### src/rtl/pueo_thresh_pkg.sv
// Shared types and constants for the beam threshold loader and its register file.
package pueo_thresh_pkg;

    localparam int TBITS = 18;
    localparam logic [TBITS-1:0] DEFAULT_THRESH = 18'h3FFFF;

    typedef enum logic [2:0] {
        ST_IDLE,
        ST_READ,
        ST_SHIFT,
        ST_COMMIT,
        ST_DONE
    } thr_load_state_t;

    function automatic int npair(input int nbeams);
        return (nbeams + 1) / 2;
    endfunction

endpackage

### src/rtl/thresh_regfile.sv
// Two-set threshold storage: one write port, one beam-pair read port.
// Optional readback port is built when THRESH_READBACK_EN is defined.
module thresh_regfile #(
    parameter int NBEAMS = 48,
    parameter int TBITS = 18,
    parameter logic [TBITS-1:0] DEFAULT_THRESH = '1,
    parameter int BW = 6,
    parameter int PW = 5
) (
    input  logic               clk_i,
    input  logic               rst_i,
    input  logic               we_i,
    input  logic               wset_i,
    input  logic [BW-1:0]      wbeam_i,
    input  logic [TBITS-1:0]   wdat_i,
    input  logic               rset_i,
    input  logic [PW-1:0]      rpair_i,
`ifdef THRESH_READBACK_EN
    input  logic               rb_rd_i,
    output logic [TBITS-1:0]   rb_dat_o,
    output logic               rb_valid_o,
`endif
    output logic [2*TBITS-1:0] rdat_o
);

    logic [TBITS-1:0] mem_q [2][NBEAMS];
    logic [TBITS-1:0] rd_lo, rd_hi;

    // Beam indices past NBEAMS match no entry, so such writes drop out naturally.
    always_ff @(posedge clk_i or posedge rst_i) begin
        if (rst_i) begin
            for (int s = 0; s < 2; s++)
                for (int b = 0; b < NBEAMS; b++)
                    mem_q[s][b] <= DEFAULT_THRESH;
        end else if (we_i) begin
            for (int b = 0; b < NBEAMS; b++)
                if (int'(wbeam_i) == b)
                    mem_q[wset_i][b] <= wdat_i;
        end
    end

    always_comb begin
        rd_lo = '0;
        rd_hi = '0;
        for (int b = 0; b < NBEAMS; b++) begin
            if (b == 2 * int'(rpair_i))     rd_lo = mem_q[rset_i][b];
            if (b == 2 * int'(rpair_i) + 1) rd_hi = mem_q[rset_i][b];
        end
    end

    assign rdat_o = {rd_hi, rd_lo};

`ifdef THRESH_READBACK_EN
    logic [TBITS-1:0] rb_mux, rb_dat_q;
    logic             rb_valid_q;

    always_comb begin
        rb_mux = '0;
        for (int b = 0; b < NBEAMS; b++)
            if (int'(wbeam_i) == b)
                rb_mux = mem_q[wset_i][b];
    end

    always_ff @(posedge clk_i or posedge rst_i) begin
        if (rst_i) begin
            rb_dat_q   <= '0;
            rb_valid_q <= 1'b0;
        end else begin
            rb_dat_q   <= rb_mux;
            rb_valid_q <= rb_rd_i;
        end
    end

    assign rb_dat_o   = rb_dat_q;
    assign rb_valid_o = rb_valid_q;
`endif

endmodule

### src/rtl/beam_thresh_loader.sv
// Shifts a stored threshold set into the beamformer cascade chain, then commits it.
// Define THRESH_READBACK_EN to add the register-file readback port.
module beam_thresh_loader #(
    parameter int NBEAMS = 48,
    parameter int TBITS = pueo_thresh_pkg::TBITS,
    parameter logic [TBITS-1:0] DEFAULT_THRESH = pueo_thresh_pkg::DEFAULT_THRESH,
    localparam int BW = (NBEAMS > 1) ? $clog2(NBEAMS) : 1
) (
    input  logic               clk_i,
    input  logic               rst_i,
    input  logic               thr_we_i,
    input  logic               thr_set_i,
    input  logic [BW-1:0]      thr_beam_i,
    input  logic [TBITS-1:0]   thr_dat_i,
`ifdef THRESH_READBACK_EN
    input  logic               thr_rd_i,
    output logic [TBITS-1:0]   thr_rdat_o,
    output logic               thr_rvalid_o,
`endif
    input  logic [1:0]         load_req_i,
    output logic               load_busy_o,
    output logic [1:0]         load_done_o,
    output logic [2*TBITS-1:0] thresh_o,
    output logic [1:0]         thresh_wr_o,
    output logic [1:0]         thresh_update_o
);

    import pueo_thresh_pkg::*;

    localparam int NPAIR = npair(NBEAMS);
    localparam int PW    = (NPAIR > 1) ? $clog2(NPAIR) : 1;

    thr_load_state_t    state_q, state_d;
    logic [1:0]         pend_q, pend_d, pend_clr;
    logic               set_q, set_d;
    logic [PW-1:0]      pair_q, pair_d;
    logic               gap_q;
    logic [2*TBITS-1:0] thresh_q, slot_dat;
    logic [1:0]         wr_c, upd_c, done_c;

    thresh_regfile #(
        .NBEAMS(NBEAMS), .TBITS(TBITS), .DEFAULT_THRESH(DEFAULT_THRESH), .BW(BW), .PW(PW)
    ) u_regfile (
        .clk_i   (clk_i),
        .rst_i   (rst_i),
        .we_i    (thr_we_i),
        .wset_i  (thr_set_i),
        .wbeam_i (thr_beam_i),
        .wdat_i  (thr_dat_i),
        .rset_i  (set_q),
        .rpair_i (pair_q),
`ifdef THRESH_READBACK_EN
        .rb_rd_i   (thr_rd_i),
        .rb_dat_o  (thr_rdat_o),
        .rb_valid_o(thr_rvalid_o),
`endif
        .rdat_o  (slot_dat)
    );

    // gap_q holds off the next pick for one cycle after DONE, giving back-to-back loads an idle gap.
    always_comb begin
        state_d  = state_q;
        set_d    = set_q;
        pair_d   = pair_q;
        pend_clr = 2'b00;
        wr_c     = 2'b00;
        upd_c    = 2'b00;
        done_c   = 2'b00;
        case (state_q)
            ST_IDLE: begin
                if ((|pend_q) && !gap_q) begin
                    set_d    = ~pend_q[0];
                    pend_clr = pend_q[0] ? 2'b01 : 2'b10;
                    pair_d   = PW'(NPAIR - 1);
                    state_d  = ST_READ;
                end
            end
            ST_READ: state_d = ST_SHIFT;
            ST_SHIFT: begin
                wr_c[set_q] = 1'b1;
                if (pair_q == '0) begin
                    state_d = ST_COMMIT;
                end else begin
                    pair_d  = pair_q - 1'b1;
                    state_d = ST_READ;
                end
            end
            ST_COMMIT: begin
                upd_c[set_q] = 1'b1;
                state_d      = ST_DONE;
            end
            ST_DONE: begin
                done_c[set_q] = 1'b1;
                state_d       = ST_IDLE;
            end
            default: state_d = ST_IDLE;
        endcase
        pend_d = (pend_q & ~pend_clr) | load_req_i;
    end

    always_ff @(posedge clk_i or posedge rst_i) begin
        if (rst_i) begin
            state_q  <= ST_IDLE;
            pend_q   <= 2'b00;
            set_q    <= 1'b0;
            pair_q   <= '0;
            gap_q    <= 1'b0;
            thresh_q <= '0;
        end else begin
            state_q <= state_d;
            pend_q  <= pend_d;
            set_q   <= set_d;
            pair_q  <= pair_d;
            gap_q   <= (state_q == ST_DONE);
            if (state_q == ST_READ)
                thresh_q <= slot_dat;
        end
    end

    assign thresh_o        = thresh_q;
    assign thresh_wr_o     = wr_c;
    assign thresh_update_o = upd_c;
    assign load_done_o     = done_c;
    assign load_busy_o     = (state_q != ST_IDLE) || (|pend_q);

endmodule

### config.mk
export PLATFORM = sky130hd
export DESIGN_NAME = beam_thresh_loader
export DESIGN_NICKNAME = d
export VERILOG_FILES = /design/src/rtl/pueo_thresh_pkg.sv /design/src/rtl/thresh_regfile.sv /design/src/rtl/beam_thresh_loader.sv
export SDC_FILE = /design/constraint.sdc
export NUM_CORES = 2
export LEC_CHECK = 0
export ABC_AREA = 0
export BUFFER_PORTS_ARGS = -buffer_cell sky130_fd_sc_hd__buf_2
export CORE_MARGIN = 5
export CORE_UTILIZATION = 30
export CTS_BUF_LIST = sky130_fd_sc_hd__clkbuf_16
export CTS_CLUSTER_DIAMETER = 30
export DETAILED_ROUTE_END_ITERATION = 8
export PLACE_DENSITY = 0.56
export SYNTH_ARGS = -nofsm -noshare
export SYNTH_HDL_FRONTEND = slang
export SYNTH_HIERARCHICAL = 1
export SYNTH_SLANG_ARGS = --single-unit
### constraint.sdc
create_clock -name clk_i -period 35.6 [get_ports clk_i]
set_input_delay 1.78 -clock clk_i [delete_from_list [all_inputs] [get_ports clk_i]]
set_output_delay 1.78 -clock clk_i [all_outputs]
set_load 0.005 [all_outputs]
==> run summary <==
The run finished with clean final reports. The total core area is 287000 µm². The share of synthesized area occupied by flip-flops and latches is 54.0%. Power spread over the standard cell area amounts to 71.6 nW/µm².

The all-layer global routing usage came out at 19.9%. The count of different cell masters after synthesis came out at 77. The share of post-route cells with drive strength above 1 is 71.0%. Clock skew on the completed layout was measured at 0.0901 ns. Compared with the post-synthesis result, the final layout area differs by 21.5%.

The net total in the final layout is 6380. The number of setup buffers added after CTS is 0. The initial antenna violation count came out at 29. After global routing the overflow that remains totals 0.

The clock tree from TritonCTS is yes. The worst vdd rail ir drop is 0.0000547 V. The proportion of synthesized flip-flops having asynchronous set or reset is 100%.

Data arrives at the worst endpoint at 7.95 ns. The number of buffers created by CTS came out at 447. The largest net degree at the start of global routing is 184. Dividing the final minimum period by the clock period gives 20.0%. The final critical-path required period is 7.13 ns. The depth of the CTS H-tree came out at 5.

STA puts the critical path data required time at 36.42 ns. Along the worst hold path, the cell count comes to 1. The count of nets left with antenna violations after detail routing came out at 0. The tree is rooted in a clkbuf_16. In the layout the commonest cells are 1890 x mux2_2, 1728 x dfstp_2, 578 x mux2i_1. The library cell used most frequently in the layout, excluding fill and tap cells, is mux2_2. Summing every instance area after synthesis gives 86400 µm². The final hold violation count is 0. The total wire length is 305000 µm. The hold path startpoint is pend_q[1]. The pre-CTS setup slack came out at 28.46 ns.

The relative max-transition margin is 3.12%. The finished layout holds 10500 standard cells, fillers aside. The synthesized instance count is 6165.

The type of the worst setup path is reg -> reg. The hold-fix buffer count after cts is 0. The number of instances resized during post-cts repair came out at 0. In this run, synthesis produced a sequential element count of 1776. The first-pass GRT wire length is 440000 µm. Measured along the y axis, the die boundary spans 547 µm. For this block, the initial DRC count from the detailed router was 4137. The via density per instance is 5.39. In this run the critical register-to-register path is launched from set_q. The average wire length per cell after detail routing came out at 29.1 µm. Among all flip-flop cells after synthesis, the most frequent one is dfstp_2. Across all hold checks on the routed design, the worst slack comes to 0.506 ns. Before antenna repair, the detailed router went through 6 iterations. The final RePlAce weighted congestion is 0.837.

The starting utilization of the core area came out at 30.0%. 73 I/O pins were placed. The detailed-placement wirelength estimate came out at 185000 µm.

The number of rows in the core area is 197. The total placed cells including tap cells came out at 9681. The endpoint identified for the worst register-to-register timing path is thresh_o[30].

The standby leakage power came out at 0.0423 µW. In this run the worst hold path is classified as reg -> reg. The die extent in x is 547 µm. The die covers 299000 µm². Setup repair after global routing left no endpoint under its margin.

The via count of the first global-routing pass is 59400. The maximum net fanout on the critical path is 92. During placement, the flow inserted port buffers numbering 72. The setup violation total in the final timing report came out at 0. The count of final max-slew check failures is 0. The count of cells along the worst register-to-register path is 12. The achievable frequency is 140 MHz.

The clock tree buffer depth came out at 4. The pin slew with the least headroom to its limit came out at 1.44 ns. The clock slew at the register clock pins of the worst setup and hold paths is 0.04 ns. CTS saw 1776 sinks. The final sum of negative setup slack is 0 ns. The insertion delay of the later-clocked pin in the worst-skew pair came out at 0.98 ns. The number of nets in the synthesized netlist is 6196. The startpoint kind of the worst setup timing path is a register. The smallest setup slack after layout is 28.47 ns. The filler cells instantiated in the layout total 27300. The number of flops mapped to enable cells by yosys is 0. At the end of the flow the core is filled with cells to 36.5%. The worst hold endpoint is pend_q[1]. The total DRC errors in the routed layout came out at 0. The count of warnings emitted by yosys came out at 6. The reg2reg setup slack came out at 28.47 ns. The reported max-cap violation count is 0. The post-synthesis average cell area is 14.0 µm². The overall via count from detail_route came out at 56500.

The capturing element type of the critical path is a register.
-- final cells by class --
class                      count  area, µm²  area share, %
timing repair buffer         268       1930           1.84
sequential                  1776      46600           44.4
inverter                      18       77.6         0.0739
clock buffer                 450      11300           10.7
multi-input combinational   3838      37400           35.6
antenna                        8       20.0         0.0191
tap                         3781       4730           4.51
clock inverter               353       2930           2.79
-- cell usage after synthesis (15+ instances only) --
library cell     n  share of area (%)
nand3_1         46               0.27
dfstp_2       1728                 53
buf_1           24               0.10
a2111oi_0       24               0.24
buf_6           19               0.25
mux2i_1        578                6.7
a21oi_1        156               0.90
a211oi_1        48               0.42
o22a_1          25               0.25
nand2_2         26               0.19
a31oi_1         22               0.16
buf_2          118               0.68
inv_1           17              0.074
o21ai_0        134               0.78
nor2b_1         16               0.12
dfrtp_1         48                1.4
mux2_2        1890                 25
buf_4           64               0.56
o22ai_1        130               0.94
o2111ai_1       15               0.15
nor2_1         128               0.56
nand2_1        147               0.64
nor3_1          41               0.24
o221ai_1        31               0.31
clkbuf_1       308                1.3
mux4_2         120                3.1
nor2_2          29               0.21
a22oi_1         39               0.34
o211ai_1        19               0.17
-- sequential cells by signal, indices dropped and copies added (netlist names) --
signal and flops:
set_q 1, gap_q 1, state_q 3, thresh_o 36
pend_q 2, pair_q 5, u_regfile/mem_q 1728
-- kinds of logic after synthesis --
kind of cell | synth area share (%)
muxes | 34.5
DFF | 54.0
AOI/OAI and AO/OA | 5.50
buffers and inverters | 3.01
and+or+nand+nor | 3.01
xor gates and xnor gates | 0.0203
adders and majority gates | 0.0145
-- metrics by stage --
stage	total power [µW]	area (µm²)
2_1_floorplan	3290	86400
3_3_place_gp	3720	90700
3_5_place_dp	3750	90700
4_1_cts	7570	105000
5_1_grt	7770	105000
6_report	7520	105000
-- power by group --
part           internal (µW)  total, µW  leakage, µW  switching [µW]
combinational            491       1280       0.0166             785
sequential              2330       2450       0.0185             128
clock                   2590       3790      0.00716            1200
total                   5400       7520       0.0423            2110
-- routing by layer --
| metal | global-route usage, % | share of wire (%) | vias to the layer above |
|---|---|---|---|
| met5 | 0 | 0.0043 | - |
| li1 | - | - | 23300 |
| met1 | 26.8 | 44 | 30600 |
| met3 | 3.95 | 6.1 | 601 |
| met4 | 7.55 | 3.8 | 2 |
| met2 | 31.6 | 46 | 1974 |
-- worst max-delay path, stage by stage, from the launching register on --
cell       delay, ns
dfrtp_4         0.85
buf_4           0.55
buf_12          0.56
buf_4           0.77
buf_4           0.89
buf_4           0.87
buf_4           0.70
mux2_2          0.42
a2111oi_0       0.47
a2111oi_0       0.13
o31ai_1         0.16
a21oi_1         0.11
mux2_2          0.27
-- worst max path at each step --
| stage | to | startpoint | cells past startpoint | slack [ns] |
|---|---|---|---|---|
| final | thresh_o[30] | set_q | 12 | 28.47 |
| after detailed placement | thresh_o[30] | set_q | 12 | 28.46 |
| after CTS | thresh_o[30] | set_q | 12 | 28.45 |
| after global routing | thresh_o[30] | set_q | 12 | 28.07 |
| after floorplan | u_regfile/mem_q[0] | rst_i | 1 | 1.48 |
| after global placement | thresh_o[30] | set_q | 12 | 28.43 |
Power figures use the tool's default switching activity.
